[src/rtl/mask_pkg.sv]
// Shared constants, state encoding and window validation helper for the
// luma-threshold window mask controller.
package mask_pkg;

   // Default width of the per-frame mask pixel counter
   localparam int CNT_W = 20;

   // Configuration register addresses
   localparam logic [2:0] A_Y0     = 3'd0;
   localparam logic [2:0] A_X1     = 3'd1;
   localparam logic [2:0] A_Y1     = 3'd2;
   localparam logic [2:0] A_X2     = 3'd3;
   localparam logic [2:0] A_Y2     = 3'd4;
   localparam logic [2:0] A_DX     = 3'd5;
   localparam logic [2:0] A_DY     = 3'd6;
   localparam logic [2:0] A_COMMIT = 3'd7;

   // Default window configuration
   localparam logic [7:0] DEF_Y0 = 8'd64;
   localparam logic [9:0] DEF_X1 = 10'd55;
   localparam logic [9:0] DEF_Y1 = 10'd60;
   localparam logic [9:0] DEF_X2 = 10'd660;
   localparam logic [9:0] DEF_Y2 = 10'd192;
   localparam logic [9:0] DEF_DX = 10'd110;
   localparam logic [9:0] DEF_DY = 10'd10;

   typedef enum logic [1:0] {
      IDLE  = 2'd0,
      CHECK = 2'd1,
      PEND  = 2'd2,
      APPLY = 2'd3
   } win_state_t;

   // One axis of the window is usable when lo+del <= hi-del and lo < hi.
   // Evaluated in 11 bits; hi < del would underflow, so it is rejected outright.
   function automatic logic axis_ok(input logic [9:0] lo, input logic [9:0] hi,
                                    input logic [9:0] del);
      logic [10:0] lo_e;
      logic [10:0] hi_e;
      logic [10:0] del_e;
      lo_e  = {1'b0, lo};
      hi_e  = {1'b0, hi};
      del_e = {1'b0, del};
      axis_ok = (hi_e >= del_e) && ((lo_e + del_e) <= (hi_e - del_e)) && (lo_e < hi_e);
   endfunction

endpackage

[src/rtl/mask_frame_cnt.sv]
// Frame-start detection and saturating per-frame count of mask=1 pixels.
// The total of the frame just ended is reported with a one-cycle frame_done pulse.
module mask_frame_cnt #(
   parameter int CNT_W = 20
) (
   input  logic             clk,
   input  logic             reset,
   input  logic             vsync,
   input  logic             mask_in,
   output logic             frame_start,
   output logic             frame_done,
   output logic [CNT_W-1:0] mask_count
);

   localparam logic [CNT_W-1:0] CNT_MAX  = {CNT_W{1'b1}};
   localparam logic [CNT_W-1:0] CNT_ZERO = {CNT_W{1'b0}};
   localparam logic [CNT_W-1:0] CNT_ONE  = {{(CNT_W-1){1'b0}}, 1'b1};

   logic             vsync_r;
   logic [CNT_W-1:0] cnt_r;
   logic [CNT_W-1:0] cnt_inc_s;

   // Rising edge of vsync marks the first cycle of a new frame
   assign frame_start = vsync & ~vsync_r;

   // Count including the current pixel, held at all-ones once saturated
   always_comb begin
      cnt_inc_s = cnt_r;
      if (mask_in && (cnt_r != CNT_MAX)) begin
         cnt_inc_s = cnt_r + CNT_ONE;
      end else begin
         cnt_inc_s = cnt_r;
      end
   end

   // Edge register, running counter and the frame-boundary report
   always_ff @(posedge clk) begin
      if (reset) begin
         vsync_r    <= 1'b0;
         cnt_r      <= CNT_ZERO;
         mask_count <= CNT_ZERO;
         frame_done <= 1'b0;
      end else begin
         vsync_r    <= vsync;
         frame_done <= frame_start;
         if (frame_start) begin
            mask_count <= cnt_inc_s;
            cnt_r      <= mask_in ? CNT_ONE : CNT_ZERO;
         end else begin
            cnt_r      <= cnt_inc_s;
         end
      end
   end

endmodule

[src/rtl/mask_win_ctrl.sv]
// Window configuration controller for the mask stage. CPU writes land in
// shadow registers; a commit is validated and then applied only at the next
// frame start so the active window never changes mid-frame.
module mask_win_ctrl #(
   parameter int         CNT_W  = mask_pkg::CNT_W,
   parameter logic [7:0] Y0_DEF = 8'd64,
   parameter logic [9:0] X1_DEF = 10'd55,
   parameter logic [9:0] Y1_DEF = 10'd60,
   parameter logic [9:0] X2_DEF = 10'd660,
   parameter logic [9:0] Y2_DEF = 10'd192,
   parameter logic [9:0] DX_DEF = 10'd110,
   parameter logic [9:0] DY_DEF = 10'd10
) (
   input  logic             clk,
   input  logic             reset,
   input  logic             wr_en,
   input  logic [2:0]       wr_addr,
   input  logic [9:0]       wr_data,
   input  logic             vsync,
   input  logic             mask_in,
   output logic [7:0]       Y_0,
   output logic [9:0]       x1_0,
   output logic [9:0]       y1_0,
   output logic [9:0]       x2_0,
   output logic [9:0]       y2_0,
   output logic [9:0]       del_x,
   output logic [9:0]       del_y,
   output logic             busy,
   output logic             cfg_err,
   output logic             frame_done,
   output logic [CNT_W-1:0] mask_count
);

   import mask_pkg::*;

   win_state_t state_r;
   win_state_t state_nx_s;

   logic [7:0] sh_y0_r;
   logic [9:0] sh_x1_r, sh_y1_r, sh_x2_r, sh_y2_r, sh_dx_r, sh_dy_r;
   logic [7:0] act_y0_r;
   logic [9:0] act_x1_r, act_y1_r, act_x2_r, act_y2_r, act_dx_r, act_dy_r;
   logic       busy_r;
   logic       cfg_err_r;
   logic       frame_start_s;
   logic       cfg_wr_s;
   logic       commit_s;
   logic       shadow_ok_s;

   assign cfg_wr_s    = wr_en && (wr_addr != A_COMMIT);
   assign commit_s    = wr_en && (wr_addr == A_COMMIT);
   assign shadow_ok_s = axis_ok(sh_x1_r, sh_x2_r, sh_dx_r) && axis_ok(sh_y1_r, sh_y2_r, sh_dy_r);

   mask_frame_cnt #(
      .CNT_W (CNT_W)
   ) u_frame_cnt (
      .clk         (clk),
      .reset       (reset),
      .vsync       (vsync),
      .mask_in     (mask_in),
      .frame_start (frame_start_s),
      .frame_done  (frame_done),
      .mask_count  (mask_count)
   );

   // Commit sequencing; a config write while validating or pending forces a fresh check
   always_comb begin
      state_nx_s = state_r;
      case (state_r)
         IDLE: begin
            if (commit_s) state_nx_s = CHECK;
            else          state_nx_s = IDLE;
         end
         CHECK: begin
            if (cfg_wr_s)         state_nx_s = CHECK;
            else if (shadow_ok_s) state_nx_s = PEND;
            else                  state_nx_s = IDLE;
         end
         PEND: begin
            if (cfg_wr_s)           state_nx_s = CHECK;
            else if (frame_start_s) state_nx_s = APPLY;
            else                    state_nx_s = PEND;
         end
         APPLY: begin
            state_nx_s = IDLE;
         end
         default: begin
            state_nx_s = IDLE;
         end
      endcase
   end

   // State register
   always_ff @(posedge clk) begin
      if (reset) state_r <= IDLE;
      else       state_r <= state_nx_s;
   end

   // Busy flag and one-cycle rejection pulse from the validation verdict
   always_ff @(posedge clk) begin
      if (reset) begin
         busy_r    <= 1'b0;
         cfg_err_r <= 1'b0;
      end else begin
         cfg_err_r <= 1'b0;
         case (state_r)
            CHECK: begin
               if (!cfg_wr_s) begin
                  busy_r    <= shadow_ok_s;
                  cfg_err_r <= ~shadow_ok_s;
               end else begin
                  busy_r    <= busy_r;
               end
            end
            APPLY:   busy_r <= 1'b0;
            default: busy_r <= busy_r;
         endcase
      end
   end

   // Shadow registers take CPU writes in any state
   always_ff @(posedge clk) begin
      if (reset) begin
         sh_y0_r <= Y0_DEF;
         sh_x1_r <= X1_DEF;
         sh_y1_r <= Y1_DEF;
         sh_x2_r <= X2_DEF;
         sh_y2_r <= Y2_DEF;
         sh_dx_r <= DX_DEF;
         sh_dy_r <= DY_DEF;
      end else if (cfg_wr_s) begin
         case (wr_addr)
            A_Y0:    sh_y0_r <= wr_data[7:0];
            A_X1:    sh_x1_r <= wr_data;
            A_Y1:    sh_y1_r <= wr_data;
            A_X2:    sh_x2_r <= wr_data;
            A_Y2:    sh_y2_r <= wr_data;
            A_DX:    sh_dx_r <= wr_data;
            A_DY:    sh_dy_r <= wr_data;
            default: sh_y0_r <= sh_y0_r;
         endcase
      end
   end

   // Active window is loaded from the shadow set only in the cycle after a frame start
   always_ff @(posedge clk) begin
      if (reset) begin
         act_y0_r <= Y0_DEF;
         act_x1_r <= X1_DEF;
         act_y1_r <= Y1_DEF;
         act_x2_r <= X2_DEF;
         act_y2_r <= Y2_DEF;
         act_dx_r <= DX_DEF;
         act_dy_r <= DY_DEF;
      end else if (state_r == APPLY) begin
         act_y0_r <= sh_y0_r;
         act_x1_r <= sh_x1_r;
         act_y1_r <= sh_y1_r;
         act_x2_r <= sh_x2_r;
         act_y2_r <= sh_y2_r;
         act_dx_r <= sh_dx_r;
         act_dy_r <= sh_dy_r;
      end
   end

   assign Y_0     = act_y0_r;
   assign x1_0    = act_x1_r;
   assign y1_0    = act_y1_r;
   assign x2_0    = act_x2_r;
   assign y2_0    = act_y2_r;
   assign del_x   = act_dx_r;
   assign del_y   = act_dy_r;
   assign busy    = busy_r;
   assign cfg_err = cfg_err_r;

endmodule

[config.mk]
export PLATFORM = sky130hd
export DESIGN_NAME = mask_win_ctrl
export DESIGN_NICKNAME = d
export VERILOG_FILES = /design/src/rtl/mask_pkg.sv /design/src/rtl/mask_frame_cnt.sv /design/src/rtl/mask_win_ctrl.sv
export SDC_FILE = /design/constraint.sdc
export NUM_CORES = 1
export LEC_CHECK = 0
export ABC_CLOCK_PERIOD_IN_PS = 5120
export CORE_MARGIN = 5
export CORE_UTILIZATION = 51
export CTS_CLUSTER_SIZE = 16
export DETAILED_ROUTE_END_ITERATION = 12
export GPL_TIMING_DRIVEN = 0
export PLACE_DENSITY = 0.85
export SYNTH_ARGS = -nofsm -noshare
export SYNTH_HDL_FRONTEND = slang
export SYNTH_HIERARCHICAL = 1
export SYNTH_SLANG_ARGS = --single-unit
[constraint.sdc]
create_clock -name clk -period 5.12 [get_ports clk]
set_input_delay 1.024 -clock clk [delete_from_list [all_inputs] [get_ports clk]]
set_output_delay 1.024 -clock clk [all_outputs]
set_load 0.005 [all_outputs]
### Word level (Yosys, flattened, before mapping)

Index checks and enable logic that the tools add are counted.
Widths: inputs -> output; s select.

* add/sub/neg operators: 5
* $lt $le $gt $ge: 6
* equality and inequality tests: 13
* multiplexer cells: 11
* bitwise operators: 4
* reduce and logical (&&, ||, !) cells: 20

Operators by type and width (number)
* $mux 20: 2
* $add 10x10->11: 2
* $le 11x11->1: 2
* $sub 10x10->11: 2
* $add 20x1->20 const B: 1
* $ge 10x10->1: 2
* $lt 10x10->1: 2
* $ne 20x20->1 const B: 1
* $reduce_and 2->1: 8
* $eq 3x3->1 const B: 4
* $logic_and 1x1->1: 8
* $pmux 2 s4: 1
* $eq 3x2->1 const B: 2
* $mux 2: 3
* $eq 2x2->1 const B: 2
* $mux 1: 4
* $eq 3x1->1 const B: 1
* $logic_not 3->1: 1
* $ne 3x3->1 const B: 1
* $not 1->1: 3
* $reduce_or 3->1: 1
* $eq 2x1->1 const B: 1
* $logic_not 2->1: 1
* $ne 2x2->1 const B: 1
* 3 further kinds: 3

* flip-flop bits (word level): 182
* output and inout port bits: 91
* logic and storage cells: 80

### Longest topological paths before layout

* word-level depth: 8
* mapped depth: 18

### Cells and area by module

Netlist, hierarchy kept.

Modules (own cells, without submodules)
* mask_win_ctrl: times used 1, cells an instance 952, area each 7467.2 µm², seq. area each 2802.7 µm²
* mask_frame_cnt: times used 1, cells an instance 194, area each 1810.5 µm², seq. area each 840.8 µm²

### Worst setup path after synthesis

No wires, ideal clock.

* path type: register to register
* from: register sh_y2_r[0]
* to: register busy_r (netlist: busy)
* library setup time: 0.127 ns
* data arrival time: 3.208 ns
* slack: 1.785 ns
* cell stages (with the launch flop): 19
* path through: dfxtp_1 -> inv_1 -> ha_1 -> inv_1 -> fa_1 -> a21o_1 -> a21oi_1 -> nor2b_1 -> o21a_1 -> o41ai_2 -> o21ai_0 -> ha_1 -> nand2_1 -> o21ai_0 -> nor3_1 -> or3_1 -> o2111ai_1 -> nand4b_1 -> o21ai_0

* word-level cells in the longest chain between the ends: 7
* elaborated cells on any way between the ends: 9
* classes of those cells: add/sub: 1; order compare: 3; mux: 2; reduce/logical: 3

Ends and longest elaborated chain
* start: declaration: RTL line mask_win_ctrl.sv:40 `logic [9:0] sh_x1_r, sh_y1_r, sh_x2_r, sh_y2_r, sh_dx_r, sh_dy_r;`
* start signal: assignment: RTL line mask_win_ctrl.sv:137 `A_Y2: sh_y2_r <= wr_data;`
* $sub 10x10->11: RTL line mask_pkg.sv:44 `axis_ok = (hi_e >= del_e) && ((lo_e + del_e) <= (hi_e - del_e)) && (lo_e < hi_e);`
* $le 11x11->1: RTL line mask_pkg.sv:44
* $logic_and 1x1->1: RTL line mask_pkg.sv:44
* $logic_and 1x1->1 (*): RTL line mask_pkg.sv:44
* $logic_and 1x1->1 (*): RTL line mask_win_ctrl.sv:52 `assign shadow_ok_s = axis_ok(sh_x1_r, sh_x2_r, sh_dx_r) && axis_ok(sh_y1_r, sh_y2_r, sh_dy_r);`
* $mux 1 (*): RTL line mask_win_ctrl.sv:108 `if (!cfg_wr_s) begin`
* $pmux 1 s2 (*): RTL line mask_win_ctrl.sv:106 `case (state_r)`
* end signal: assignment: RTL line mask_win_ctrl.sv:109 `busy_r <= shadow_ok_s;`
* end signal: assignment: RTL line mask_win_ctrl.sv:112 `busy_r <= busy_r;`
* end signal: assignment: RTL line mask_win_ctrl.sv:116 `default: busy_r <= busy_r;`
* end: declaration: RTL line mask_win_ctrl.sv:43 `logic busy_r;`

Every way passes the cells marked *; elsewhere a longest branch is shown, timed or not. The select of a mux whose other input is x is not followed.
A chain may end at the register's enable or synchronous reset.

### Worst setup path after layout

* from: register sh_dy_r[0]
* to: register cfg_err_r (netlist: cfg_err)

* word-level cells in the longest chain between the ends: 6
* elaborated cells on any way between the ends: 8
* classes of those cells: add/sub: 2; order compare: 2; bitwise: 1; reduce/logical: 3

Ends and longest elaborated chain
* start: declaration: RTL line mask_win_ctrl.sv:40
* start signal: assignment: RTL line mask_win_ctrl.sv:139 `A_DY: sh_dy_r <= wr_data;`
* $add 10x10->11 or $sub 10x10->11 (tied branches): RTL line mask_pkg.sv:44
* $le 11x11->1: RTL line mask_pkg.sv:44
* $logic_and 1x1->1 (*) (2 in series): RTL line mask_pkg.sv:44
* $logic_and 1x1->1 (*): RTL line mask_win_ctrl.sv:52
* $not 1->1 (*): RTL line mask_win_ctrl.sv:110 `cfg_err_r <= ~shadow_ok_s;`
* end signal: assignment: RTL line mask_win_ctrl.sv:110
* end: declaration: RTL line mask_win_ctrl.sv:44 `logic cfg_err_r;`

Every way passes the cells marked *; elsewhere a longest branch is shown, timed or not.

==> results.md <==
Status:
- The flow ran to the end, and the final reports show no timing, DRC or antenna violations.

Clocking:
- The clock passes through at most 2 buffers.
- TritonCTS built the clock tree.
- The number of clock sinks seen by CTS is between 150 and 200.
- Clock tree synthesis inserted a total of 17 buffers.
- The buffers inserted during post-CTS setup optimization is 0.
- The number of hold buffers added after CTS was 0.
- The H-tree generated during clock tree synthesis spans 4 levels.
- The clock network latency to the later pin of the worst-skew pair is 0.44 ns.
- In this run the clock root is driven by a clkbuf_16.
- Once the clock tree was built, the resizer swapped 0 gates to a different size.
- The clock-pin slew on the worst setup and hold paths is 0.07 ns.

Logic synthesis:
- Yosys mapped a number of flops with a built-in enable equal to 0.
- The synthesized netlist net count is 1249.
- The commonest register cell after synthesis is dfxtp_1.
- The post-synthesis cell type with the largest combined area is dfxtp_1.
- The synthesized area divided by synthesized cell count is 8.10 um^2.
- The unique cell type count in the Yosys netlist is 60.
- The Yosys warning count is 6.
- Yosys attributes the largest share of cell area to dfxtp_1, ha_1, nand2_1.
- Synthesis produced a netlist whose cell count is approximately 1100.
- The post-synthesis sequential area ratio is 39.3%.
- The synthesized netlist occupies a cell area of 9280 um^2.
- The commonest cells after synthesis are nand2_1, dfxtp_1, a21oi_1.
- The share of synthesized registers carrying an async set or reset is 0%.
- The most common cell in the netlist is nand2_1.
- The synthesized design contains between 150 and 200 register bits.
- Summed over its instances, the top area cell type makes up about two fifths of the synthesized netlist area.

Floorplan:
- The total area inside the core boundary comes to 18000 um^2.
- The starting density of the core is 51.6%.
- The floorplan die height is ~140 um.
- The overall die area is 21000 um^2.
- In this run the count of I/O pins placed on the die edge is approximately 110.
- The horizontal die dimension is around 140 um.
- The number of rows created at floorplan is just under 50.

Detailed routing:
- Across all layers, the routed design uses 8621 vias.
- The initial DRC count is 713.
- The first detailed-routing pass ran for 6 iterations.
- Summed over all layers, the routed wires come to 27100 um.
- The final routed DRC violation total is 0.
- The detail route stage leaves a number of antenna-violating nets equal to 0.
- The detail-routed via count per cell is 5.71.
- Dividing the detail-routed wire length by the instance count gives between 15 and 20 um.

Final layout:
- From synthesis to final layout, the design area changed by 20.5%.
- In the final layout, flip-flops and latches occupy approximately 3600 um^2.
- The layout filler cell count is 1537.
- Summing all multi-input logic gate instances after layout gives ~5200 um^2.
- Of the cells placed in the final design, the portion with a size suffix greater than 1 is 4.06%.
- The count of nets after finishing is 1372.
- The repair_antennas step left the layout with diodes totalling 0.
- The post-layout instance count excluding filler cells is approximately 1500.
- The utilization after layout is 62.3%.

Setup path:
- STA classifies the critical path endpoint as a register.
- The stage delay of the slowest cell on the critical path is 0.45 ns.
- The largest delay contributor family on the critical path is compound AO/OA/AOI/OAI gates.
- The arrival time reported for the critical path endpoint is 4.43 ns.
- The maximum fanout count along the critical path is 4.
- STA classifies the critical path startpoint as a register.
- The required time at the worst-slack endpoint is 5.46 ns.
- The endpoint identified for the worst register-to-register timing path is cfg_err$_SDFF_PP0_.
- Counting both buffers and inverters, the worst setup path holds a total of 1.
- For this design, the slowest cell found on the critical path is dfxtp_1.
- For flop-to-flop paths, the worst setup slack is 1.03 ns.
- The cell count of the worst reg-to-reg path is 17.
- The critical path in this run is classified as register to register.
- The critical path goes through ha_1 > inv_1 > fa_1 > nor2b_1 > o21ai_0 > a21boi_0 > o21ai_0 > nor2b_1 > xnor2_1 > ha_1 > nand4_1 > a211oi_1 > nor3_1 > or3_1 > o2111ai_1 > nor3b_1 > a21oi_1.
- In this run the critical register-to-register path is launched from sh_dy_r[0]$_SDFFE_PP0P_.

Power:
- The largest voltage drop on the vdd net is 0.254 mV.
- The analysis attributes to cell leakage a power of between 4 and 5 nW.
- For this design the ratio of total power to cell area is between 200 and 300 nW/um^2.
- Overall power consumption after layout is estimated at 3.12 mW.

Timing:
- The worst-case clock skew is around 0.0074 ns.
- In the finished design, the share of the clock period the worst path needs comes to 79.9%.
- For the pin with the worst max-slew slack, the measured transition is 0.924 ns.
- The post-route minimum period is between 4 and 5 ns.
- Derived from the worst setup path, the maximum achievable clock frequency is 0.244 GHz.
- Setup repair after global routing left no endpoint under its margin.
- The number of pins with negative max-slew slack in the final report was 0.
- The total of endpoints with negative setup slack in the final report is 0.
- The aggregate negative setup slack is 0 ns.
- The hold violation total from the final report was 0.
- The worst pin sits at a relative slew slack of 36.8%.

Min path:
- The worst hold path stage count is 2.
- For hold timing, the worst endpoint is x2_0[3]$_SDFFE_PP0P_.
- The class of the tightest hold or removal check is register to register.
- The startpoint of the tightest hold check path is x2_0[3]$_SDFFE_PP0P_.

Global route:
- The via count of the first global-routing pass was around 8500.
- Entering global routing, the biggest net connects 18 pins.
- The number of antenna violations at the first check in global routing is 0.
- Global routing consumed, over all layers together, a little over a quarter of the routing resources.
- The global-route congestion overflow total is 0.
- The global-route wire length before repair is 42600 um.

Job:
- The number of max-cap violations is 0.

Place:
- In this run the tool buffered the top-level ports with 104 buffer cells.
- The post-detailed-placement half-perimeter wirelength is roughly 20000 um.
- The number of placed instances, taps included, is 1479.
- At the end of routability-driven placement, the weighted congestion stood at slightly below 1.
==> final cells by class <==
type / instances / share of cell area, %
repair buffers: 104 / 9.31
multi-input cells: 860 / 46.6
clock inverters: 13 / 1.21
inverters: 56 / 1.88
plain buffers: 48 / 1.87
flip-flops and latches: 182 / 32.6
clock buffers: 19 / 3.96
well taps: 229 / 2.56
==> how the worst max path moves through the flow <==
| stage | startpoint | cells past startpoint | slack [ns] | to |
|---|---|---|---|---|
| after floorplan | sh_y2_r[0]$_SDFFE_PP0P_ | 18 | 1.78 | busy$_SDFFE_PP0P_ |
| after global placement | sh_dy_r[0]$_SDFFE_PP0P_ | 17 | 1.12 | cfg_err$_SDFF_PP0_ |
| after detailed placement | sh_dy_r[0]$_SDFFE_PP0P_ | 17 | 1.18 | cfg_err$_SDFF_PP0_ |
| after CTS | sh_dy_r[0]$_SDFFE_PP0P_ | 17 | 1.11 | cfg_err$_SDFF_PP0_ |
| after global routing | sh_dy_r[0]$_SDFFE_PP0P_ | 17 | 0.80 | cfg_err$_SDFF_PP0_ |
| final | sh_dy_r[0]$_SDFFE_PP0P_ | 17 | 1.03 | cfg_err$_SDFF_PP0_ |
==> worst register-to-register path, stage by stage, from the launching register on <==
cell and delay [ns]:
dfxtp_1 0.45, ha_1 0.22, inv_1 0.05, fa_1 0.40, nor2b_1 0.12, o21ai_0 0.12, a21boi_0 0.25, o21ai_0 0.14
nor2b_1 0.16, xnor2_1 0.13, ha_1 0.32, nand4_1 0.18, a211oi_1 0.39, nor3_1 0.09, or3_1 0.45, o2111ai_1 0.16
nor3b_1 0.10, a21oi_1 0.27
==> per-stage QoR <==
stage               worst slack, ns  hold slack [ns]  instance area (um^2)
global placement               1.12            0.437                 10600
detailed placement             1.18            0.443                 10600
global route                  0.802            0.474                 11200
CTS                            1.11            0.457                 11200
floorplan                      1.78            0.432                  9280
finish                         1.03            0.456                 11200
==> cells in the final DEF (no fill, tap or decap), types with 20 or more instances in the layout <==
cell type and count:
a211o_1 20, a211oi_1 20, a21oi_1 121, clkbuf_1 43, clkdlybuf4s50_1 104, dfxtp_1 182
ha_1 81, inv_1 56, nand2_1 267, nand3b_1 31, nor2_1 97, o21ai_0 23
xnor2_1 25, xor2_1 23
==> routing by layer <==
metal  up-vias  global-route usage, %  part of all wire (%)
met1      3969                   33.4                    43
met3        93                   6.97                   9.1
met5         -                      0                     0
met2       387                   41.1                    43
li1       4172                      -                     -
met4         0                   12.7                   4.7
==> sequential cells by signal, summed over array words and instances, names as in the netlist, 2 cells and up <==
signal                  cells
sh_x2_r                    10
sh_dx_r                    10
del_y                      10
sh_dy_r                    10
y2_0                       10
sh_y1_r                    10
sh_x1_r                    10
sh_y0_r                     8
x1_0                       10
sh_y2_r                    10
x2_0                       10
del_x                      10
y1_0                       10
u_frame_cnt/cnt_r          20
state_r                     2
Y_0                         8
u_frame_cnt/mask_count     20
==> where the power goes <==
group          internal (mW)  total (mW)  switching, mW
clock network          0.700        1.31          0.608
registers               1.44        1.47         0.0270
logic                  0.145       0.348          0.203
==> cells by family after synthesis <==
group	after synthesis	synth area share (%)
fa+ha+maj	85	11.8
buf+inv	104	4.52
mux	1	0.108
flops	182	39.3
compound gates	237	16.1
simple gates	489	23.7
xor+xnor	48	4.53
(Power assumes the default switching activity.)
